## src/rtl/tiny_dnn_pkg.sv

```systemverilog
// Shared types for the tiny_dnn command sequencer: host op codes, FSM states
// and the bfloat16 1.0 constant.
package tiny_dnn_pkg;

    typedef enum logic [1:0] {
        OP_LOAD     = 2'd0,
        OP_RUN      = 2'd1,
        OP_READBACK = 2'd2,
        OP_RSVD     = 2'd3
    } op_e;

    typedef enum logic [3:0] {
        S_IDLE     = 4'd0,
        S_LOAD     = 4'd1,
        S_INIT     = 4'd2,
        S_RUN      = 4'd3,
        S_DRAIN    = 4'd4,
        S_NORM     = 4'd5,
        S_CAPT     = 4'd6,
        S_RD_ISSUE = 4'd7,
        S_RD_WAIT  = 4'd8,
        S_RESP     = 4'd9
    } state_e;

    localparam logic [15:0] BF16_ONE = 16'h3F80;

endpackage

```

## src/rtl/tiny_dnn_seq.sv

```systemverilog
// Command sequencer driving one tiny_dnn_core + normalize pair from a host stream.
// Optional weight read-back path is enabled by defining TINY_DNN_SEQ_READBACK_EN.
module tiny_dnn_seq
    import tiny_dnn_pkg::*;
#(
    parameter int unsigned F_SIZE = 512,
    parameter int unsigned AW     = 9
) (
    input  logic          clk,
    input  logic          reset,
    input  logic          cmd_valid,
    output logic          cmd_ready,
    input  logic [1:0]    cmd_op,
    input  logic [AW:0]   cmd_len,
    input  logic          s_valid,
    output logic          s_ready,
    input  logic [15:0]   s_data,
    output logic          r_valid,
    input  logic          r_ready,
    output logic [31:0]   r_data,
    output logic          core_write,
    output logic          core_read,
    output logic          core_init,
    output logic          core_exec,
    output logic [AW-1:0] core_a,
    output logic [15:0]   core_d,
    input  logic          core_busy,
    input  logic [15:0]   core_w,
    output logic          nrm_en,
    input  logic [31:0]   nrm
);

    localparam logic [AW:0] LEN_MAX = (AW+1)'(F_SIZE);

    state_e      state, state_d;
    op_e         op, op_d;
    logic [AW:0] cnt, cnt_d;
    logic [AW:0] len, len_d;
    logic        r_valid_d;
    logic [31:0] r_data_d;
    logic [AW:0] cmd_len_cl;
    logic [AW:0] cnt_inc;

    assign cmd_len_cl = (cmd_len > LEN_MAX) ? LEN_MAX : cmd_len;
    assign cnt_inc    = cnt + (AW+1)'(1);

`ifndef TINY_DNN_SEQ_READBACK_EN
    logic unused_core_w;
    assign unused_core_w = ^core_w;
`endif

    // State register and registered result stream
    always_ff @(posedge clk) begin
        if (reset) begin
            state   <= S_IDLE;
            op      <= OP_LOAD;
            cnt     <= '0;
            len     <= '0;
            r_valid <= 1'b0;
            r_data  <= '0;
        end else begin
            state   <= state_d;
            op      <= op_d;
            cnt     <= cnt_d;
            len     <= len_d;
            r_valid <= r_valid_d;
            r_data  <= r_data_d;
        end
    end

    // Next-state, counters and core strobes
    always_comb begin
        state_d    = state;
        op_d       = op;
        cnt_d      = cnt;
        len_d      = len;
        r_valid_d  = r_valid;
        r_data_d   = r_data;
        cmd_ready  = 1'b0;
        s_ready    = 1'b0;
        core_write = 1'b0;
        core_read  = 1'b0;
        core_init  = 1'b0;
        core_exec  = 1'b0;
        core_a     = '0;
        core_d     = '0;
        nrm_en     = 1'b0;

        case (state)
            S_IDLE: begin
                cmd_ready = !reset;
                if (!reset && cmd_valid) begin
                    op_d  = op_e'(cmd_op);
                    len_d = cmd_len_cl;
                    cnt_d = '0;
                    case (op_e'(cmd_op))
                        OP_LOAD:     state_d = (cmd_len_cl == '0) ? S_IDLE : S_LOAD;
                        OP_RUN:      state_d = S_INIT;
`ifdef TINY_DNN_SEQ_READBACK_EN
                        OP_READBACK: state_d = (cmd_len_cl == '0) ? S_IDLE : S_RD_ISSUE;
`endif
                        default:     state_d = S_IDLE;
                    endcase
                end
            end

            S_LOAD: begin
                s_ready = 1'b1;
                if (s_valid) begin
                    core_write = 1'b1;
                    core_a     = cnt[AW-1:0];
                    core_d     = s_data;
                    cnt_d      = cnt_inc;
                    if (cnt_inc == len) state_d = S_IDLE;
                end
            end

            // Clears the core accumulator before each dot product
            S_INIT: begin
                core_init = 1'b1;
                state_d   = (len == '0) ? S_DRAIN : S_RUN;
            end

            S_RUN: begin
                s_ready = 1'b1;
                if (s_valid) begin
                    core_exec = 1'b1;
                    core_a    = cnt[AW-1:0];
                    core_d    = s_data;
                    cnt_d     = cnt_inc;
                    if (cnt_inc == len) state_d = S_DRAIN;
                end
            end

            S_DRAIN: begin
                if (!core_busy) state_d = S_NORM;
            end

            S_NORM: begin
                nrm_en  = 1'b1;
                state_d = S_CAPT;
            end

            S_CAPT: begin
                r_data_d  = nrm;
                r_valid_d = 1'b1;
                state_d   = S_RESP;
            end

`ifdef TINY_DNN_SEQ_READBACK_EN
            S_RD_ISSUE: begin
                core_read = 1'b1;
                core_a    = cnt[AW-1:0];
                state_d   = S_RD_WAIT;
            end

            S_RD_WAIT: begin
                r_data_d  = {16'h0, core_w};
                r_valid_d = 1'b1;
                state_d   = S_RESP;
            end
`endif

            // Read-back walks the address range one response at a time
            S_RESP: begin
                if (r_ready) begin
                    r_valid_d = 1'b0;
                    if (op == OP_READBACK) begin
                        cnt_d   = cnt_inc;
                        state_d = (cnt_inc < len) ? S_RD_ISSUE : S_IDLE;
                    end else begin
                        state_d = S_IDLE;
                    end
                end
            end

            default: state_d = S_IDLE;
        endcase
    end

endmodule

```

## config.mk

```make
export PLATFORM = sky130hd
export DESIGN_NAME = tiny_dnn_seq
export DESIGN_NICKNAME = d
export VERILOG_FILES = /design/src/rtl/tiny_dnn_pkg.sv /design/src/rtl/tiny_dnn_seq.sv
export SDC_FILE = /design/constraint.sdc
export NUM_CORES = 1
export LEC_CHECK = 0
export ABC_AREA = 1
export CAP_MARGIN = 20
export CORE_MARGIN = 1.5
export CORE_UTILIZATION = 25
export CTS_CLUSTER_DIAMETER = 80
export DETAILED_ROUTE_END_ITERATION = 8
export HOLD_SLACK_MARGIN = 0.05
export PLACE_DENSITY = 0.58
export RECOVER_POWER = 50
export SYNTH_ARGS = -nofsm -noshare
export SYNTH_HDL_FRONTEND = slang
export SYNTH_SLANG_ARGS = --single-unit
```

## constraint.sdc

```tcl
create_clock -name clk -period 3.3 [get_ports clk]
set_clock_uncertainty 0.05 [all_clocks]
set_input_delay 0.99 -clock clk [delete_from_list [all_inputs] [get_ports clk]]
set_output_delay 0.99 -clock clk [all_outputs]
set_load 0.02 [all_outputs]
```

==> qor.txt <==
Synthesized area - 3110 um^2
Final setup TNS - 0 ns
Number of global-route vias before repair - 3104
Die area - 13100 um^2
Pwr dens - 423 nW/um^2
Share of cells above drive strength 1 - 11.9%
Static Leak - 2.22 nW
Flops & latches, synth - 59
Filler instances - 1252
Post-CTS Hold Buffers - 0
Yosys synthesis warning count - 0
Global Route met2 Usage - 23.0%
Required @ worst endpoint - 2.26 ns
Top delay family on crit path - buffers and inverters
Nets - 674
GR met3 Demand/Resource - 5.88%
Sequential share of the synthesized area - 38.0%
Met1 Use GR - 17.3%
Worst Max-Slew Pin Slew - 1.28 ns
Clk buf depth - 2
Most common flop cell mapped by yosys - dfxtp_1
Cts repair resizes - 29
Drt first pass iters - 6
Worst Setup Path Type - in2out
Number of routed nets with antenna violations - 0
Slowest CP cell - clkdlybuf4s50_1
Port Buffer Count - 129
Startpoint types - input port
Initial antenna violation count - 0
Routability cong. - 0.824
Endpoints failing setup - 0
Starting Density - 25.8%
Routed length per instance - 11.9 um
Clock transition at path regs - 0.06 ns
CP Depth - 4
Total Routing Usage GR - 14.3%
Core box area - 12100 um^2
DP HPWL - 6620 um
Max stage delay on crit path - 0.57 ns
Clk_lat worst skew - 0.33 ns
Cell row count - 40
Outcome - finished clean
Die extent in x - 114 um
Post-CTS setup buffer count - 0
IO Pins - 147
CP Cell Sequence - clkdlybuf4s50_1, nand2_2, nor2_1, dlygate4sd2_1
Largest net degree at the start of global routing - 37
Residual DRC count - 0
Crit path DAT - 2.17 ns
Worst Setup End Kind - primary output
Top Usage Layer GRT - met2
Worst slew margin - 14.7%
Post-synth EDFFs - 0
R2R depth - 15
TritonCTS Buffers - 9
Total gr overflow - 0
Vias per cell - 4.29
Hold WS - 0.418 ns
Mean Syn Cell Area - 6.89 um^2
CTS tree - done
Chip height - 114 um
P&R area growth vs syn - 54.9%
Final slew viol count - 0
Final Cell Area - 4810 um^2
Hold Path Stages - 2
Peak supply drop - 314 uV
Vias post-DR - 3231
Final min period - 3.21 ns
F_max - 0.311 GHz
Critical path buffer and inverter count - 2
H-tree depth - 3
Fin. Hold Viols - 0
Final wirelength - 9010 um
First-pass GRT wire length - 14900 um
Async SR Flop Fraction - 0%
CTS sink cnt - 59
Worst hold path type - reg2reg
RSZ-0062 raised after global routing - false
CP max FO - 7
Library cells used by synthesis - 34
Multi-input logic area - 1630 um^2
1st-iter DRT viols - 107
Mapped Nets - 544
Register area - 1180 um^2
Clock Tree Root - clkbuf_16
Overall power - 2.03 mW
Placed cell area - 4580 um^2
Final period utilization - 97.3%
Maxcap violations - 0
Gate Count Post-Synth - 451
N_diodes - 0
[final timing paths]
path | startpoint | end | slack (ns)
setup / recovery | s_valid | core_a[4] | 0.09
hold / removal | cnt[4]$_SDFFE_PP0P_ | cnt[4]$_SDFFE_PP0P_ | 0.42
setup reg to reg | cnt[0]$_SDFFE_PP0P_ | state[2]$_SDFFE_PP0P_ | 0.57
hold reg to reg | cnt[4]$_SDFFE_PP0P_ | cnt[4]$_SDFFE_PP0P_ | 0.42
[sequential cells by signal, indices dropped and copies added (netlist names)]
register	flops
r_data	32
cnt	10
len	10
state	4
op	2
r_valid	1
[per-stage QoR]
| step | utilization, % | setup slack (ns) | cells |
|---|---|---|---|
| 2_1_floorplan | - | 0.528 | 451 |
| 4_1_cts | 40.5 | -0.0198 | 753 |
| 6_report | 39.9 | 0.0877 | 754 |
| 5_1_grt | 39.9 | 0.00930 | 754 |
| 3_5_place_dp | 38.0 | -0.293 | 737 |
| 3_3_place_gp | 38.0 | -0.273 | 737 |
[power breakdown]
| group | total [mW] | switching (mW) | internal, mW |
|---|---|---|---|
| Clock | 1.02 | 0.359 | 0.665 |
| Sequential | 0.734 | 0.00746 | 0.726 |
| Combinational | 0.274 | 0.146 | 0.128 |
[Yosys cell counts, types with 2 or more instances]
| cell type | number | area share [%] |
|---|---|---|
| o21ai_0 | 38 | 6.1 |
| inv_2 | 6 | 0.72 |
| o22ai_1 | 2 | 0.40 |
| nand3_1 | 15 | 2.4 |
| dfxtp_1 | 59 | 38 |
| nor2_8 | 4 | 2.6 |
| o21ai_1 | 4 | 0.64 |
| xor2_1 | 5 | 1.4 |
| nand2_2 | 12 | 2.4 |
| nor3_1 | 5 | 0.81 |
| clkbuf_1 | 14 | 1.7 |
| nand4_1 | 8 | 1.6 |
| nor2_1 | 114 | 14 |
| o31ai_1 | 7 | 1.7 |
| buf_2 | 2 | 0.32 |
| buf_4 | 2 | 0.48 |
| ha_1 | 11 | 4.4 |
| nand2_1 | 69 | 8.3 |
| inv_1 | 44 | 5.3 |
| a21oi_1 | 16 | 2.6 |
[placed cells by master (no fill, tap or decap), drive strengths merged]
cell / instances
nand4: 9
conb: 1
nand2: 82
clkinvlp: 2
inv: 51
o21ai: 42
xnor2: 1
clkbuf: 31
nor2: 120
a211oi: 1
xor2: 5
nand3: 15
bufinv: 2
a41oi: 1
dfxtp: 59
clkinv: 3
o22ai: 2
o21bai: 1
ha: 11
dlygate4sd3: 33
o31ai: 7
buf: 7
clkdlybuf4s50: 69
nor3: 7
dlygate4sd2: 4
a21oi: 16
clkdlybuf4s15: 4
[logic make-up after synthesis]
group / share of synthesized area [%]
xor gates and xnor gates: 1.69
buffers and inverters: 9.14
and+or+nand+nor: 34.4
AOI/OAI and AO/OA: 12.2
DFF: 38.0
adders and majority gates: 4.43
other: 0.121
[final cells by class]
cell class / instances / area share, %
clock inverter: 7 / 2.11
multi-input combinational: 321 / 33.8
clock buffer: 9 / 4.68
sequential: 59 / 24.6
tap: 168 / 4.37
inverter: 51 / 3.98
timing repair buffer: 139 / 26.5
[per-layer routing]
| layer | vias to the layer above | wire (um) |
|---|---|---|
| met3 | 11 | 756 |
| met2 | 84 | 4150 |
| met4 | 0 | 134 |
| li1 | 1690 | - |
| met5 | - | 0 |
| met1 | 1446 | 3970 |
[worst min-delay path: stages, from the launching register on]
cell	delay (ns)
dfxtp_1	0.31
nand2_1	0.06
a21oi_1	0.05
No activity file was read; power rests on OpenSTA's default activity.
